===== src/rtl/echo_indication_arbiter.sv =====
// ---------------------------------------------------------------------------
// echo_indication_arbiter
//
// Shares a single outgoing echo indication channel among NREQ requester
// rules. At most one requester is granted per cycle; the granted payload is
// captured in a one-entry output buffer and offered downstream with a
// __RDY/__ENA handshake.
//
// Configuration macro:
//   ECHO_ARB_RR_EN  defined   -> round-robin arbitration with a pointer that
//                                 moves to the last accepted requester.
//                   undefined -> fixed priority, lowest req_want index wins;
//                                 no pointer register is built.
//
// Handshakes (both sides):
//   Upstream:   req_echo__RDY[i] is the grant. req_echo__ENA[i] may only be
//               raised while req_echo__RDY[i] is high; the value is taken on
//               that clock edge. An __ENA without __RDY is ignored apart from
//               setting the sticky err_proto flag.
//   Downstream: ind_echo__ENA means the buffer holds a value; a transfer
//               happens on every edge where ind_echo__ENA and ind_echo__RDY
//               are both high.
//
// Ports:
//   CLK              clock
//   nRST             synchronous active-low reset
//   req_want         per-requester guard (excluding the grant)
//   req_echo__RDY    one-hot or zero grant, forced low during reset
//   req_echo__ENA    per-requester fire strobe
//   req_echo_v       packed payloads, slice i = [i*WIDTH +: WIDTH]
//   ind_echo__ENA    buffer holds a valid value (this is the buffer state)
//   ind_echo_v       buffered payload
//   ind_echo_src     requester index that produced the buffered payload
//   ind_echo__RDY    downstream accepts this cycle
//   delivered_count  completed downstream transfers, wraps at 2^32
//   err_proto        sticky protocol-violation flag, cleared only by reset
// ---------------------------------------------------------------------------
module echo_indication_arbiter #(
    parameter  int NREQ  = 4,
    parameter  int WIDTH = 32,
    localparam int SRCW  = $clog2(NREQ)
) (
    input  logic                    CLK,
    input  logic                    nRST,
    input  logic [NREQ-1:0]         req_want,
    output logic [NREQ-1:0]         req_echo__RDY,
    input  logic [NREQ-1:0]         req_echo__ENA,
    input  logic [NREQ*WIDTH-1:0]   req_echo_v,
    output logic                    ind_echo__ENA,
    output logic [WIDTH-1:0]        ind_echo_v,
    output logic [SRCW-1:0]         ind_echo_src,
    input  logic                    ind_echo__RDY,
    output logic [31:0]             delivered_count,
    output logic                    err_proto
);

    typedef enum logic {
        ST_EMPTY = 1'b0,
        ST_FULL  = 1'b1
    } state_t;

    state_t            r_state;
    logic [WIDTH-1:0]  r_data;
    logic [SRCW-1:0]   r_src;
    logic [31:0]       r_delivered_count;
    logic              r_err_proto;
`ifdef ECHO_ARB_RR_EN
    logic [SRCW-1:0]   r_ptr;
`endif

    logic              w_can_accept;
    logic              w_xfer;
    logic              w_found;
    logic [SRCW-1:0]   w_gidx;
    logic [NREQ-1:0]   w_grant;
    logic              w_accept;
    logic              w_illegal;

    // A slot is available when empty, or when the current value leaves this
    // same cycle (no bubble between back-to-back values).
    assign w_xfer       = (r_state == ST_FULL) && ind_echo__RDY;
    assign w_can_accept = (r_state == ST_EMPTY) || ind_echo__RDY;

    // Winner search. Depends only on req_want, the pointer and buffer space,
    // never on __ENA, so requesters can fire combinationally from __RDY.
    always_comb begin
        int idx;
        idx     = 0;
        w_found = 1'b0;
        w_gidx  = '0;
        w_grant = '0;
        if (nRST && w_can_accept) begin
`ifdef ECHO_ARB_RR_EN
            // Search starts one past the last winner and wraps around.
            for (int k = 1; k <= NREQ; k++) begin
                idx = (int'(r_ptr) + k) % NREQ;
                if (!w_found && req_want[idx]) begin
                    w_found = 1'b1;
                    w_gidx  = SRCW'(idx);
                end
            end
`else
            for (int k = 0; k < NREQ; k++) begin
                if (!w_found && req_want[k]) begin
                    w_found = 1'b1;
                    w_gidx  = SRCW'(k);
                end
            end
`endif
            if (w_found) begin
                w_grant[w_gidx] = 1'b1;
            end
        end
    end

    assign req_echo__RDY = w_grant;
    assign w_accept      = w_found && req_echo__ENA[w_gidx];
    assign w_illegal     = |(req_echo__ENA & ~w_grant);

    always_ff @(posedge CLK) begin
        if (!nRST) begin
            r_state           <= ST_EMPTY;
            r_data            <= '0;
            r_src             <= '0;
            r_delivered_count <= '0;
            r_err_proto       <= 1'b0;
`ifdef ECHO_ARB_RR_EN
            r_ptr             <= SRCW'(NREQ - 1);
`endif
        end else begin
            // Accept has priority over drain: a simultaneous transfer and
            // accept leaves the buffer FULL holding the new value.
            if (w_accept) begin
                r_state <= ST_FULL;
                r_data  <= req_echo_v[int'(w_gidx)*WIDTH +: WIDTH];
                r_src   <= w_gidx;
`ifdef ECHO_ARB_RR_EN
                r_ptr   <= w_gidx;
`endif
            end else if (w_xfer) begin
                r_state <= ST_EMPTY;
            end

            if (w_xfer) begin
                r_delivered_count <= r_delivered_count + 32'd1;
            end

            if (w_illegal) begin
                r_err_proto <= 1'b1;
            end
        end
    end

    assign ind_echo__ENA   = (r_state == ST_FULL);
    assign ind_echo_v      = r_data;
    assign ind_echo_src    = r_src;
    assign delivered_count = r_delivered_count;
    assign err_proto       = r_err_proto;

endmodule


===== config.mk =====
export PLATFORM = sky130hd
export DESIGN_NAME = echo_indication_arbiter
export DESIGN_NICKNAME = d
export VERILOG_FILES = /design/src/rtl/echo_indication_arbiter.sv
export SDC_FILE = /design/constraint.sdc
export NUM_CORES = 1
export LEC_CHECK = 0
export CAP_MARGIN = 20
export CORE_ASPECT_RATIO = 0.8
export CORE_UTILIZATION = 39
export DETAILED_ROUTE_END_ITERATION = 10
export GPL_ROUTABILITY_DRIVEN = 0
export PLACE_DENSITY_LB_ADDON = 0.12
export SLEW_MARGIN = 20
export SYNTH_ARGS = -nofsm -noshare
export SYNTH_HDL_FRONTEND = slang
export SYNTH_SLANG_ARGS = --single-unit
export TNS_END_PERCENT = 50

===== constraint.sdc =====
create_clock -name CLK -period 1.9 [get_ports CLK]
set_input_delay 0.475 -clock CLK [delete_from_list [all_inputs] [get_ports CLK]]
set_output_delay 0.475 -clock CLK [all_outputs]
set_load 0.01 [all_outputs]

==> flow_summary_export.csv <==
group,metric,value,unit
synthesis,netlist_area_before_placement,0.00487,mm²
floorplanning,floorplan.io_pins,211,
critical_path,worst_setup_path_start_kind,"flop",
floorplanning,dieHeight,102,µm
placement,dp.final_hpwl,12.0,mm
synthesis,yosysUniqueCellTypes,45,
clock_tree,num_clock_sinks,68,
clock_tree,total_cts_buffers,9,
critical_path,crit_chain,"clkdlybuf4s50_1",
floorplanning,placementRows,36,
status,run_status,"finished, final reports clean",
clock_tree,postCtsSetupBuffers,0,
synthesis,synth_most_common_cell,"dfxtp_1",
clock_tree,tritoncts_clock_tree,"done",
synthesis,async_reset_ff_frac,0,
detailed_routing,firstDrtPassIters,5,
synthesis,sequential_share_of_the_synthesized_area,0.279,
floorplanning,core_region_area,0.0122,mm²
synthesis,postSynthCellCount,602,
run,max_cap_violations,0,
power,post-layout-total-power,4.57,mW
critical_path,worst-endpoint-required,1.42,ns
floorplanning,fp.dieArea,0.0130,mm²
critical_path,critPathMaxFanout,7,
critical_path,cp_top_family,"buffers and inverters",
timing,layout_worst_path_cycle_share,0.957,
critical_path,maximum_single_stage_delay_on_the_critical_path,0.58,ns
critical_path,critical_path.endpoint_type,"output port",
timing,finalSetupTns,0,ns
timing,hold_violations,0,
timing,skew,0.00735,ns
global_routing,groute.usage.overall,0.258,
clock_tree,clk_root_buf,"clkbuf_16",
critical_path,cpMaxStageDelayCell,"clkdlybuf4s50_1",
timing,final.min_clock_period,1.82,ns
detailed_routing,vias,5544,
timing,setup_repair_after_global_routing_missed_its_margin,"false",
clock_tree,htree_levels,3,
critical_path,critical_path_buf_inv_count,1,
timing,slew-limit-headroom,0.522,
timing,timing.final.max_slew_violations,0,
global_routing,grt_pass1_vias,5242,
placement,dpl_cell_area,0.00716,mm²
cells_and_area,nFillCells,1038,
synthesis,synthTopCellsByCount,"dfxtp_1 (68), nand2_1 (51), inv_1 (42)",
cells_and_area,synthToLayoutAreaGrowth,56.0,%
synthesis,postSynthNetCount,742,
detailed_routing,number_of_design_rule_violations_left_by_the_first_detailed_router_iteration,346,
power,peak_supply_drop,0.509,mV
global_routing,grt_remaining_overflow,0,
placement,port_buffers,210,
clock_tree,ctsHoldBuffers,0,
synthesis,ys_dominant_reg_cell,"dfxtp_1",
global_routing,grt_antenna_before_repair,1,
synthesis,yosys_warnings,0,
detailed_routing,final_antenna_net_count,0,
cells_and_area,fraction_of_layout_cells_with_a_size_suffix_above_1,0.102,
clock_tree,clock_latency,0.33,ns
synthesis,yosys_register_bits,68,
detailed_routing,routed_via_density,5.87,
critical_path,cp.arrival,1.34,ns
detailed_routing,routed_wirelength,17.0,mm
global_routing,pin_count_of_the_biggest_net_entering_global_routing,75,
synthesis,synthTopCellsByArea,"dfxtp_1 (28%), mux2i_1 (8.0%), nand4b_1 (5.8%), nor4b_1 (5.8%), nand4_1 (5.1%)",
synthesis,number_of_flops_mapped_to_enable_cells_by_yosys,0,
timing,finalSetupViolCount,0,
timing,worst_pin_slew,0.717,ns
synthesis,synth_largest_area_cell,"dfxtp_1",
detailed_routing,drt_drc_violations_left,0,
critical_path,criticalPathCategory,"flop to output port",
clock_tree,clock_path_buffers,2,
floorplanning,die-width,127,µm
clock_tree,cts.clk_slew.worst_paths,0.06,ns
min_path,worstHoldPathType,"flop to flop",
power,cellLeakagePower,2.83,nW
synthesis,syn-mean-instance-area,8.10,µm²
timing,max_freq,0.550,GHz
power,power.density_cell_area,601,mW/mm²
global_routing,grt_pass1_wl,26.2,mm
cells_and_area,fin_util,0.625,
cells_and_area,final_non_filler_cell_area,0.00760,mm²
floorplanning,floorplan.initialDensity,0.401,
detailed_routing,routedWlPerCell,18.0,µm
cells_and_area,finish.net_count,927,
synthesis,post-synth-top-area-fraction,0.279,
## sequential cells by signal, summed over array words and instances, names as in the netlist
signal / cells
delivered_count: 32
ind_echo_v: 32
ind_echo__ENA: 1
ind_echo_src: 2
err_proto: 1
## path summary, 6_finish.rpt
path                                       endpoint                 from  cells after the start  slack (ns)
worst max register to register  delivered_count[31]   delivered_count[5]                      5        0.15
worst min-delay path                 ind_echo_v[25]       ind_echo_v[25]                      2        0.46
worst min register to register       ind_echo_v[25]       ind_echo_v[25]                      2        0.46
worst max-delay path            delivered_count[12]  delivered_count[12]                      1        0.08
## timing repair
item | CTS | global route
setup endpoints to repair | 52 | 29
resized for setup | 23 | 6
pin swaps | 0 | 2
gates cloned | 0 | 2
## routing by layer
metal	GRT usage	wire (µm)
met5	0	0
met2	0.428	7810
met3	0.0571	1410
met4	0.0971	371
met1	0.332	7440
## layout make-up
| type | count | area [µm²] | share of cell area |
|---|---|---|---|
| repair buffers | 248 | 2470 | 0.325 |
| flip-flops and latches | 68 | 1360 | 0.179 |
| multi-input cells | 418 | 3060 | 0.403 |
| inverters | 42 | 158 | 0.0207 |
| clock inverters | 5 | 108 | 0.0141 |
| clock buffers | 11 | 253 | 0.0332 |
| well taps | 152 | 190 | 0.0250 |
| diodes | 1 | 2.50 | 0.000329 |
## placed cells by master, fill, tap and decap left out, types with 12 or more instances in the layout
cell type,synthesis,final
nand2b_1,17,16
buf_4,1,30
inv_1,42,42
o31ai_1,32,32
nand4b_1,32,32
nand4_1,40,40
clkdlybuf4s50_1,0,200
nor4b_1,32,32
o211ai_1,33,33
o41ai_1,13,13
nor2b_1,38,35
o311ai_1,12,12
dfxtp_1,68,67
nor2_1,13,13
nand2_1,51,49
mux2i_1,39,39
## per-stage QoR
| step | hold WS (ns) | setup WS, ns | instances |
|---|---|---|---|
| after floorplan | 0.483 | 0.00210 | 602 |
| after global placement | 0.444 | -0.535 | 926 |
| after detailed placement | 0.456 | -0.628 | 926 |
| after CTS | 0.462 | 0.0236 | 942 |
| after global routing | 0.477 | 0.0109 | 945 |
| final | 0.460 | 0.0814 | 945 |
## cells by family (layout without fill, tap and decap cells)
group | after synthesis | in the layout | synth area share
flip-flops | 68 | 68 | 0.279
XOR/XNOR | 9 | 9 | 0.0162
adder cells (fa/ha/maj) | 1 | 1 | 0.00257
buffers and inverters | 116 | 306 | 0.107
other | 0 | 1 | 0
multiplexers | 39 | 39 | 0.0801
AO/OA/AOI/OAI | 110 | 110 | 0.172
AND/OR/NAND/NOR | 259 | 259 | 0.342
## report_power, final
group / internal, mW / switching (mW)
Combinational: 0.594 / 0.453
Sequential: 1.49 / 0.0391
Clock: 1.36 / 0.640
Note: power is estimated with default switching activity, not from simulation.
==> RTL edit, RTL diff (config.mk and constraints unchanged) <==
The parameter `NREQ` goes from 4 to 2.
--- a/src/rtl/echo_indication_arbiter.sv
+++ b/src/rtl/echo_indication_arbiter.sv
@@ -37,5 +37,5 @@
 // ---------------------------------------------------------------------------
 module echo_indication_arbiter #(
-    parameter  int NREQ  = 4,
+    parameter  int NREQ  = 2,
     parameter  int WIDTH = 32,
     localparam int SRCW  = $clog2(NREQ)
Ports: changed (5 resized); port bits go from 211 to 140. No check against the original RTL was run, so the function may have changed too.
==> RTL edit against the original RTL <==
  * Power down 31%
  * Cell count down 30%
  * Synthesized area down 37%
  * Routed wire length down 44%
  * Synthesized cell count down 36%
  * Sequential cell count down 1
  * Cell area down 33%
  * Setup slack worse by 0.053 ns
  * Highest routed layer unchanged
  * First-iteration DRC count down 68%
  * Largest cell class is now buffers
==> RTL edit: results (changes against the original RTL) <==
Global routing
The via count of the first global-routing pass came to 3065 (-42%). The first-pass GRT wire length came to 15.0 mm (-43%).

Setup path
The gate family responsible for the most delay along the worst path is simple AND/OR/NAND/NOR gates. The maximum cell stage delay along the critical path came to 0.70 ns (+0.12 ns). The worst register-to-register path begins at delivered_count[6]. The count of cells along the worst register-to-register path is 4 (-1). The endpoint of the worst register-to-register path is delivered_count[20].

The critical path data arrival time was 2.14 ns (+0.80 ns). The kind of critical path is reg2reg.

Finish
The register area came to 1360 µm² (-0.18%). The total inserted antenna cells was 0 (-1). The number of fill cells is 662 (-36%). The fraction of layout cells with a size suffix above 1 is 0.156 (+0.0536). The inverter count is 7 (-83%). The multi-input logic area was 1650 µm² (-46%).

The layout buffering overhead excluding clock cells is 0.342 (+0.0174). The sequential share of cell area is 0.266 (+0.0865). The number of standard cells in the final layout excluding fillers is 663 (-30%). The count of clock-net buffers in the final layout is 10 (-1). The area fraction of clock buffers and clock inverters was 0.0396 (-0.00778).

Place
The number of I/O port buffers came to 139 (-34%). The post-detailed-placement cell area came to 4860 µm² (-32%).

Clock tree
The clock transition at the registers of the reported paths is 0.08 ns (+0.02 ns). The clock sink count is 67 (-1.5%). The root buffer cell chosen for the clock tree is sky130_fd_sc_hd__clkbuf_8. The latest clock arrival within the worst-skew pair is 0.35 ns (+0.02 ns).

Timing
The worst-case headroom to the max-slew limit was 0.764 (+0.242). The largest clock skew in the final design was 0.00931 ns (+0.00196 ns).

Synth
The XOR/XNOR share of the synthesized area is 0.0284 (+0.0123). The post-synthesis cell type count is 36 (-20%). The adder-cell share of the synthesized area is 0.00406 (+0.00149).

The average cell area after synthesis is 8.02 µm² (-0.91%). The mux share of post-synthesis cell area was 0.00975 (-0.0704). The post-synthesis compound-gate area fraction is 0.168 (-0.00452).

Sorting the synthesized cells by how often they occur yields sky130_fd_sc_hd__nand2_1, sky130_fd_sc_hd__dfxtp_1, sky130_fd_sc_hd__nor2_1, sky130_fd_sc_hd__a311oi_1, sky130_fd_sc_hd__a21oi_1.

Outcome
The run finished with clean final reports.

Pwr
The leakage power is 1.86 nW (-34%). The maximum ir drop on the vdd rail was 370 µV (-27%).

Die
The floorplan die area came to 8260 µm² (-36%).

Min path
The worst hold path terminates at ind_echo_src. In this run the most critical hold path is launched from ind_echo_src.

Drt
The total via count after detailed routing came to 3363 (-39%). The final wirelength was 9.48 mm (-44%).
## RTL edit: cell count changes after synthesis, moves of 31 or more
cell,before,now
sky130_fd_sc_hd__a311oi_1,0,32
sky130_fd_sc_hd__nor2_1,13,44
sky130_fd_sc_hd__inv_1,42,5
sky130_fd_sc_hd__mux2i_1,39,3
sky130_fd_sc_hd__nor4b_1,32,0
sky130_fd_sc_hd__nand4_1,40,9
sky130_fd_sc_hd__o211ai_1,33,1
sky130_fd_sc_hd__nor2b_1,38,0
sky130_fd_sc_hd__nand4b_1,32,1
sky130_fd_sc_hd__nand2_1,51,85
## RTL edit: power breakdown
group | switching, W | internal [W]
clock network | 0.000561 | 0.000638
registers | 0.0000274 | 0.00145
logic | 0.000194 | 0.000287
total | 0.000783 | 0.00238
## RTL edit: metal layers
metal  GRT usage  part of all wire
met5           0                 0
met2       0.354              0.46
met1       0.314              0.46
met3      0.0834             0.069
met4      0.0681             0.013
